===== src/rtl/uart_tx.sv =====
// UART transmitter: 8 data bits, LSB first, optional parity, one or two stop bits.
// Accepts a byte on a valid/ready handshake and serialises it onto an idle-high line.
module uart_tx #(
  parameter int unsigned CLKS_PER_BIT = 4,  // clocks per serial bit, 1..65535
  parameter int unsigned PARITY       = 0,  // 0 = none, 1 = even, 2 = odd
  parameter int unsigned STOP_BITS    = 1   // 1 or 2
) (
  input  logic       clk,
  input  logic       reset,          // synchronous, active low
  input  logic [7:0] data,
  input  logic       tx_valid,
  output logic       tx_ready,
  output logic       outgoing_data,
  output logic       busy
);

  localparam int unsigned CntW = (CLKS_PER_BIT > 1) ? $clog2(CLKS_PER_BIT) : 1;
  localparam logic [CntW-1:0] ClkLast = CntW'(CLKS_PER_BIT - 1);
  localparam logic StopLast  = (STOP_BITS > 1) ? 1'b1 : 1'b0;
  localparam logic HasParity = (PARITY != 0) ? 1'b1 : 1'b0;
  localparam logic OddParity = (PARITY == 2) ? 1'b1 : 1'b0;

  typedef enum logic [2:0] {
    StIdle,
    StStart,
    StData,
    StParity,
    StStop
  } state_e;

  state_e          state_q;
  logic [CntW-1:0] clk_cnt_q;   // bit-clock counter, 0..CLKS_PER_BIT-1
  logic [2:0]      bit_cnt_q;   // data bit index, 0..7
  logic            stop_cnt_q;  // stop bit index
  logic [7:0]      shift_q;     // byte latched at handshake
  logic            parity_q;    // parity bit precomputed at handshake

  logic bit_done;
  logic last_stop;
  logic handshake;

  // Bit boundary and handshake decode; ready opens in the final clock of the frame too,
  // so a waiting source can chain the next frame without an idle gap.
  assign bit_done  = (clk_cnt_q == ClkLast);
  assign last_stop = (state_q == StStop) && bit_done && (stop_cnt_q == StopLast);
  assign tx_ready  = reset && ((state_q == StIdle) || last_stop);
  assign handshake = tx_valid && tx_ready;

  // Frame sequencer with registered line and busy outputs.
  always_ff @(posedge clk) begin
    if (!reset) begin
      state_q       <= StIdle;
      clk_cnt_q     <= '0;
      bit_cnt_q     <= '0;
      stop_cnt_q    <= 1'b0;
      shift_q       <= '0;
      parity_q      <= 1'b0;
      outgoing_data <= 1'b1;
      busy          <= 1'b0;
    end else begin
      // The bit clock only runs inside a frame and restarts at every bit boundary.
      if (state_q == StIdle || bit_done) begin
        clk_cnt_q <= '0;
      end else begin
        clk_cnt_q <= clk_cnt_q + CntW'(1);
      end

      case (state_q)
        StIdle: begin
          if (handshake) begin
            shift_q       <= data;
            parity_q      <= (^data) ^ OddParity;
            state_q       <= StStart;
            outgoing_data <= 1'b0;
            busy          <= 1'b1;
          end
        end

        StStart: begin
          if (bit_done) begin
            state_q       <= StData;
            bit_cnt_q     <= '0;
            outgoing_data <= shift_q[0];
          end
        end

        StData: begin
          if (bit_done) begin
            if (bit_cnt_q == 3'd7) begin
              bit_cnt_q <= '0;
              if (HasParity) begin
                state_q       <= StParity;
                outgoing_data <= parity_q;
              end else begin
                state_q       <= StStop;
                stop_cnt_q    <= 1'b0;
                outgoing_data <= 1'b1;
              end
            end else begin
              bit_cnt_q     <= bit_cnt_q + 3'd1;
              outgoing_data <= shift_q[bit_cnt_q + 3'd1];
            end
          end
        end

        StParity: begin
          if (bit_done) begin
            state_q       <= StStop;
            stop_cnt_q    <= 1'b0;
            outgoing_data <= 1'b1;
          end
        end

        StStop: begin
          if (bit_done) begin
            if (stop_cnt_q == StopLast) begin
              stop_cnt_q <= 1'b0;
              if (handshake) begin
                // Next frame's start bit follows directly on the line.
                shift_q       <= data;
                parity_q      <= (^data) ^ OddParity;
                state_q       <= StStart;
                outgoing_data <= 1'b0;
                busy          <= 1'b1;
              end else begin
                state_q       <= StIdle;
                outgoing_data <= 1'b1;
                busy          <= 1'b0;
              end
            end else begin
              stop_cnt_q <= 1'b1;
            end
          end
        end

        default: begin
          state_q       <= StIdle;
          outgoing_data <= 1'b1;
          busy          <= 1'b0;
        end
      endcase
    end
  end

endmodule


===== config.mk =====
export PLATFORM = sky130hd
export DESIGN_NAME = uart_tx
export DESIGN_NICKNAME = d
export VERILOG_FILES = /design/src/rtl/uart_tx.sv
export SDC_FILE = /design/constraint.sdc
export NUM_CORES = 1
export LEC_CHECK = 0
export BUFFER_PORTS_ARGS = -buffer_cell sky130_fd_sc_hd__buf_2
export CAP_MARGIN = 15
export CORE_ASPECT_RATIO = 0.7
export CORE_MARGIN = 3
export CORE_UTILIZATION = 48
export CTS_BUF_LIST = sky130_fd_sc_hd__clkbuf_16
export DETAILED_ROUTE_END_ITERATION = 12
export GPL_ROUTABILITY_DRIVEN = 0
export PLACE_DENSITY = 0.72
export RECOVER_POWER = 100
export SLEW_MARGIN = 40
export SYNTH_ARGS = -nofsm -noshare
export SYNTH_HDL_FRONTEND = slang
export SYNTH_SLANG_ARGS = --single-unit
export TNS_END_PERCENT = 20

===== constraint.sdc =====
create_clock -name clk -period 1.9 [get_ports clk]
set_input_delay 0.095 -clock clk [delete_from_list [all_inputs] [get_ports clk]]
set_output_delay 0.095 -clock clk [all_outputs]
set_load 0.02 [all_outputs]

# Word level (Yosys, flattened, before mapping)
# Index checks and enable logic that the tools add are counted.
dict set report classes {
  add_sub_neg 2
  magnitude_cmp 1
  eq_ne 13
  muxes 39
  bitwise 3
  reduce_logical 18
}
# operator n
set op_table {}
lappend op_table {{3-bit 2-to-1 mux} 10}
lappend op_table {{8-bit 2-to-1 mux} 3}
lappend op_table {{1-bit 2-to-1 mux} 19}
lappend op_table {{8-bit one-hot mux with 2 select lines} 1}
lappend op_table {{3-bit one-hot mux with 5 select lines} 1}
lappend op_table {{2-bit != test (second input constant)} 7}
lappend op_table {{7-bit AND reduction} 1}
lappend op_table {{3-bit by 2-bit == test with 1-bit output (second input constant)} 2}
lappend op_table {{3-bit == test (second input constant)} 2}
lappend op_table {{1-bit one-hot mux with 3 select lines} 2}
lappend op_table {{3-bit one-hot mux with 2 select lines} 1}
lappend op_table {{3-bit AND reduction} 2}
lappend op_table {{6-bit AND reduction} 1}
lappend op_table {{1-bit one-hot mux with 5 select lines} 1}
lappend op_table {{5-bit AND reduction} 1}
lappend op_table {{1-bit logical AND} 4}
lappend op_table {{3-bit by 4-bit < comparator with 1-bit output (second input constant)} 1}
lappend op_table {{4-bit AND reduction} 1}
lappend op_table {{2-bit nonzero test} 2}
lappend op_table {{3-bit by 1-bit adder with 3-bit output (second input constant)} 1}
lappend op_table {{1-bit binary-select mux with 3-bit select} 1}
lappend op_table {{3-bit by 1-bit == test with 1-bit output (second input constant)} 1}
lappend op_table {{3-bit zero test} 1}
lappend op_table {{1-bit NOT} 3}
lappend op_table {{6 further kinds} 7}
dict set report word_totals {
  ff_bits 19
  input_bits 11
}

# Depth between registers and ports, before layout
dict set report depth {
  depth_word 10
  ltp_mapped 6
  depth_no_buf 6
}

# Worst setup path after synthesis
# Ideal clock, no wire load.
dict set report synth_path {
  path_type {register -> register}
  startpoint {reg bit_cnt_q[0]}
  endpoint {reg outgoing_data}
  setup_ps 125
  arrival_ps 1642
  required_time_ps 1775
  setup_slack_ps 132
  path_stages_with_launch 6
  n_path_buf 0
  cell_sequence {dfxtp_1 > ha_1 > mux4_1 > mux2_2 > o21ai_0 > a31oi_1}
}
dict set report synth_between {
  elab_chain_cells 6
  word_cells_on_any_way 7
}
# element line_no
set synth_rtl {}
lappend synth_rtl {{start: declaration} 33} ;# logic [2:0] bit_cnt_q;
lappend synth_rtl {{start signal: assignment} 100} ;# bit_cnt_q <= bit_cnt_q + 3'd1;
lappend synth_rtl {{3-bit by 1-bit adder with 3-bit output} 101} ;# outgoing_data <= shift_q[bit_cnt_q + 3'd1];
lappend synth_rtl {{1-bit binary-select mux with 3-bit select} 101}
lappend synth_rtl {{1-bit 2-to-1 mux (implied by the code)} 101}
lappend synth_rtl {{1-bit 2-to-1 mux *} 89} ;# if (bit_cnt_q == 3'd7) begin
lappend synth_rtl {{1-bit 2-to-1 mux *} 88} ;# if (bit_done) begin
lappend synth_rtl {{1-bit one-hot mux with 5 select lines *} 68} ;# case (state_q)
lappend synth_rtl {{end signal: assignment} 83} ;# outgoing_data <= shift_q[0];
lappend synth_rtl {{end signal: assignment} 93} ;# outgoing_data <= parity_q;
lappend synth_rtl {{end signal: assignment} 101}
lappend synth_rtl {{end: declaration} 13} ;# output logic outgoing_data,
# Every way passes the cells marked *; elsewhere a longest branch is shown, timed or not. The select of a mux whose other input is x is not followed.
# A chain may end at the register's enable or synchronous reset.

# Final worst setup path
dict set report layout_path {
  startpoint {reg bit_cnt_q[1]}
  endpoint {reg outgoing_data}
}
# The elaborated chain is that of the path after synthesis.

==> run summary <==
die area = 2440 µm²
Row Count = 12
CTS buffer count = 3
status = finished, final reports clean
Port-buffer cells = 13
All-Layer GR Usage = 0.174
Inst Count DP = 130
max-cap viol count = 0
H-tree Lvls = 1
worst hold slack = 0.0913 ns
Synth warnings = 0
Initial Util = 0.536
clk slew on worst S/H paths = 0.06 ns
drt total wl = 1920 µm
Psw = 211 µW
fin crit period = 1.83 ns
Die Y-Extent = 42.2 µm
Final #Nets = 128
First-pass DRT Iterations = 4
Final Util = 0.629
Final HPWL DP = 1340 µm
pin count of the biggest net entering global routing = 21
Lkg Pwr = 0.459 nW
final worst slack = 0.0716 ns
Comb pwr share = 0.091
max_slew headroom = 0.748
Setup Skew = 0.00565 ns
Synth Register Bits = 18
met2 WL = 901 µm
Setup violations, final = 0
Synth async-reset ratio = 0
fin cells = 134
power consumption = 928 µW
register area share after synthesis = 0.400
Core ar. = 1680 µm²
vias post-DR = 734
overflow left after global routing = 0
P_int = 717 µW
crit end category = flip-flop
Worst Path Arrival = 1.97 ns
Max Fanout on Critical Path = 3
Ports = 14
worst hold path class = input port to flip-flop
Max Slew Vio Count = 0
Worst-Margin Slew = 0.378 ns
Reg power frac = 0.446
Crit Path Category = flip-flop to flip-flop
P&R area growth vs syn = 17.4%
M1 wire length = 891 µm
prevailing post-synth register cell = dfxtp_1
DR DRC count = 0
Syn Inst Count = 100
Detailed Route Iter0 Violations = 15
n_diodes = 0
endpoints failing hold = 0
cell area power density = 878 nW/µm²
Setup crit start = bit_cnt_q[1]
clock sink count = 18
uppermost routed layer = met4
wire per inst = 14.3 µm
CTS root buffer = clkbuf_16
latest clock arrival within the worst-skew pair = 0.25 ns
Switching Fraction = 0.227
fin crit share = 0.962
WP data required = 2.04 ns
Max rail drop VDD = 0.786 mV
placed cell area = 972 µm²
first-pass GRT wire length = 3200 µm
die width = 57.8 µm
Yosys cell types = 34
DP Worst Slack = 0.0171 ns
number of enable flip-flop cells after synthesis = 0
hold wc startpoint = data[3]
FF-to-FF Start = bit_cnt_q[1]
post-route cell area = 1060 µm²
share of cells above drive strength 1 = 0.168
Cell Area, Synth = 901 µm²
number of global-route vias before repair = 701
Fmax = 0.547 GHz
initial antenna violation count = 0
number of post-CTS setup repair buffers = 0
Clock power frac = 0.463
Critical Path Start Type = flip-flop
TritonCTS clock tree = built
WL met3 = 92 µm
Avg Vias per Cell = 5.48
syn_nets = 114
Hold Buf Count CTS = 0
synthesized area per cell = 9.01 µm²
post-route setup TNS = 0 ns
ANT nets after route = 0
Clock Tree Buf Depth = 2
-- layout make-up --
class | instances | area [µm²]
well taps | 21 | 26.3
fillers | 164 | 624
repair buffers | 15 | 72.6
clock inverters | 1 | 3.75
inverters | 8 | 30.0
clock buffers | 3 | 75.1
multi-input cells | 68 | 488
flip-flops and latches | 18 | 362
-- Yosys cell counts, types with 3 or more instances --
cell type   n  area (µm²)
nand3_1     7        35.0
inv_1       8        30.0
nor2_1      8        30.0
dfxtp_1    18         360
o21ai_0    10        50.1
nand2_1     6        22.5
mux2i_1     3        30.0
a21oi_1     3        15.0
nor2b_1     4        25.0
clkbuf_1    3        11.3
ha_1        3        37.5
-- flip-flops by register name, indices dropped and copies added (netlist names) --
name           flops
bit_cnt_q          3
busy               1
clk_cnt_q          2
outgoing_data      1
shift_q            8
state_q            3
-- cell usage in the layout, fill, tap and decap left out, types with 2 or more instances in the layout --
cell type   n
buf_2      10
clkbuf_1    4
ha_1        2
nor2b_1     4
a21oi_1     3
mux4_1      2
clkbuf_16   3
mux2i_1     3
inv_1       8
nand2b_1    2
nor2_1      8
o21ai_0    10
a21boi_0    2
nand3_1     7
nand2_1     6
dfxtp_1    17
-- worst paths after layout --
check	end	slack, ns	cells after the start
worst max-delay path	outgoing_data	0.07	5
worst min register to register	clk_cnt_q[0]	0.44	1
worst max register to register	outgoing_data	0.07	5
worst min-delay path	shift_q[3]	0.09	3
-- worst max-delay path, cell delays in order, from the launching register on --
cell and delay [ns]:
dfxtp_1 0.34, ha_4 0.29, mux4_1 0.54, mux2_2 0.27, o21ai_0 0.17, a31oi_1 0.10
-- cell families (layout without fill, tap and decap cells) --
group | count (synthesis) | count (layout) | synth area share
multiplexers | 6 | 6 | 0.104
XOR/XNOR | 1 | 1 | 0.00972
flip-flops | 18 | 18 | 0.400
adder cells (fa/ha/maj) | 3 | 3 | 0.0417
AND/OR/NAND/NOR | 37 | 37 | 0.232
buffers and inverters | 14 | 27 | 0.0722
AO/OA/AOI/OAI | 21 | 21 | 0.140
-- per-layer routing --
metal / vias to the layer above / global-route usage
met4: 0 / 0.0370
met5: - / 0
met3: 7 / 0.0677
li1: 373 / -
met1: 339 / 0.215
met2: 15 / 0.286
-- power groups by stage --
| stage | sequential, mW | combinational (mW) | clock [mW] |
|---|---|---|---|
| finish | 0.414 | 0.0847 | 0.430 |
| global route | 0.417 | 0.0955 | 0.453 |
| CTS | 0.413 | 0.0872 | 0.432 |
| detailed placement | 0.421 | 0.0865 | 0 |
| global placement | 0.420 | 0.0833 | 0 |
| floorplan | 0.418 | 0.0644 | 0 |
-- timing repair --
action / in CTS / in global routing
setup endpoints to repair: 0 / 1
endpoints found under the hold margin: 0 / 0
resized for setup: 0 / 2
No activity file was read; power rests on OpenSTA's default activity.
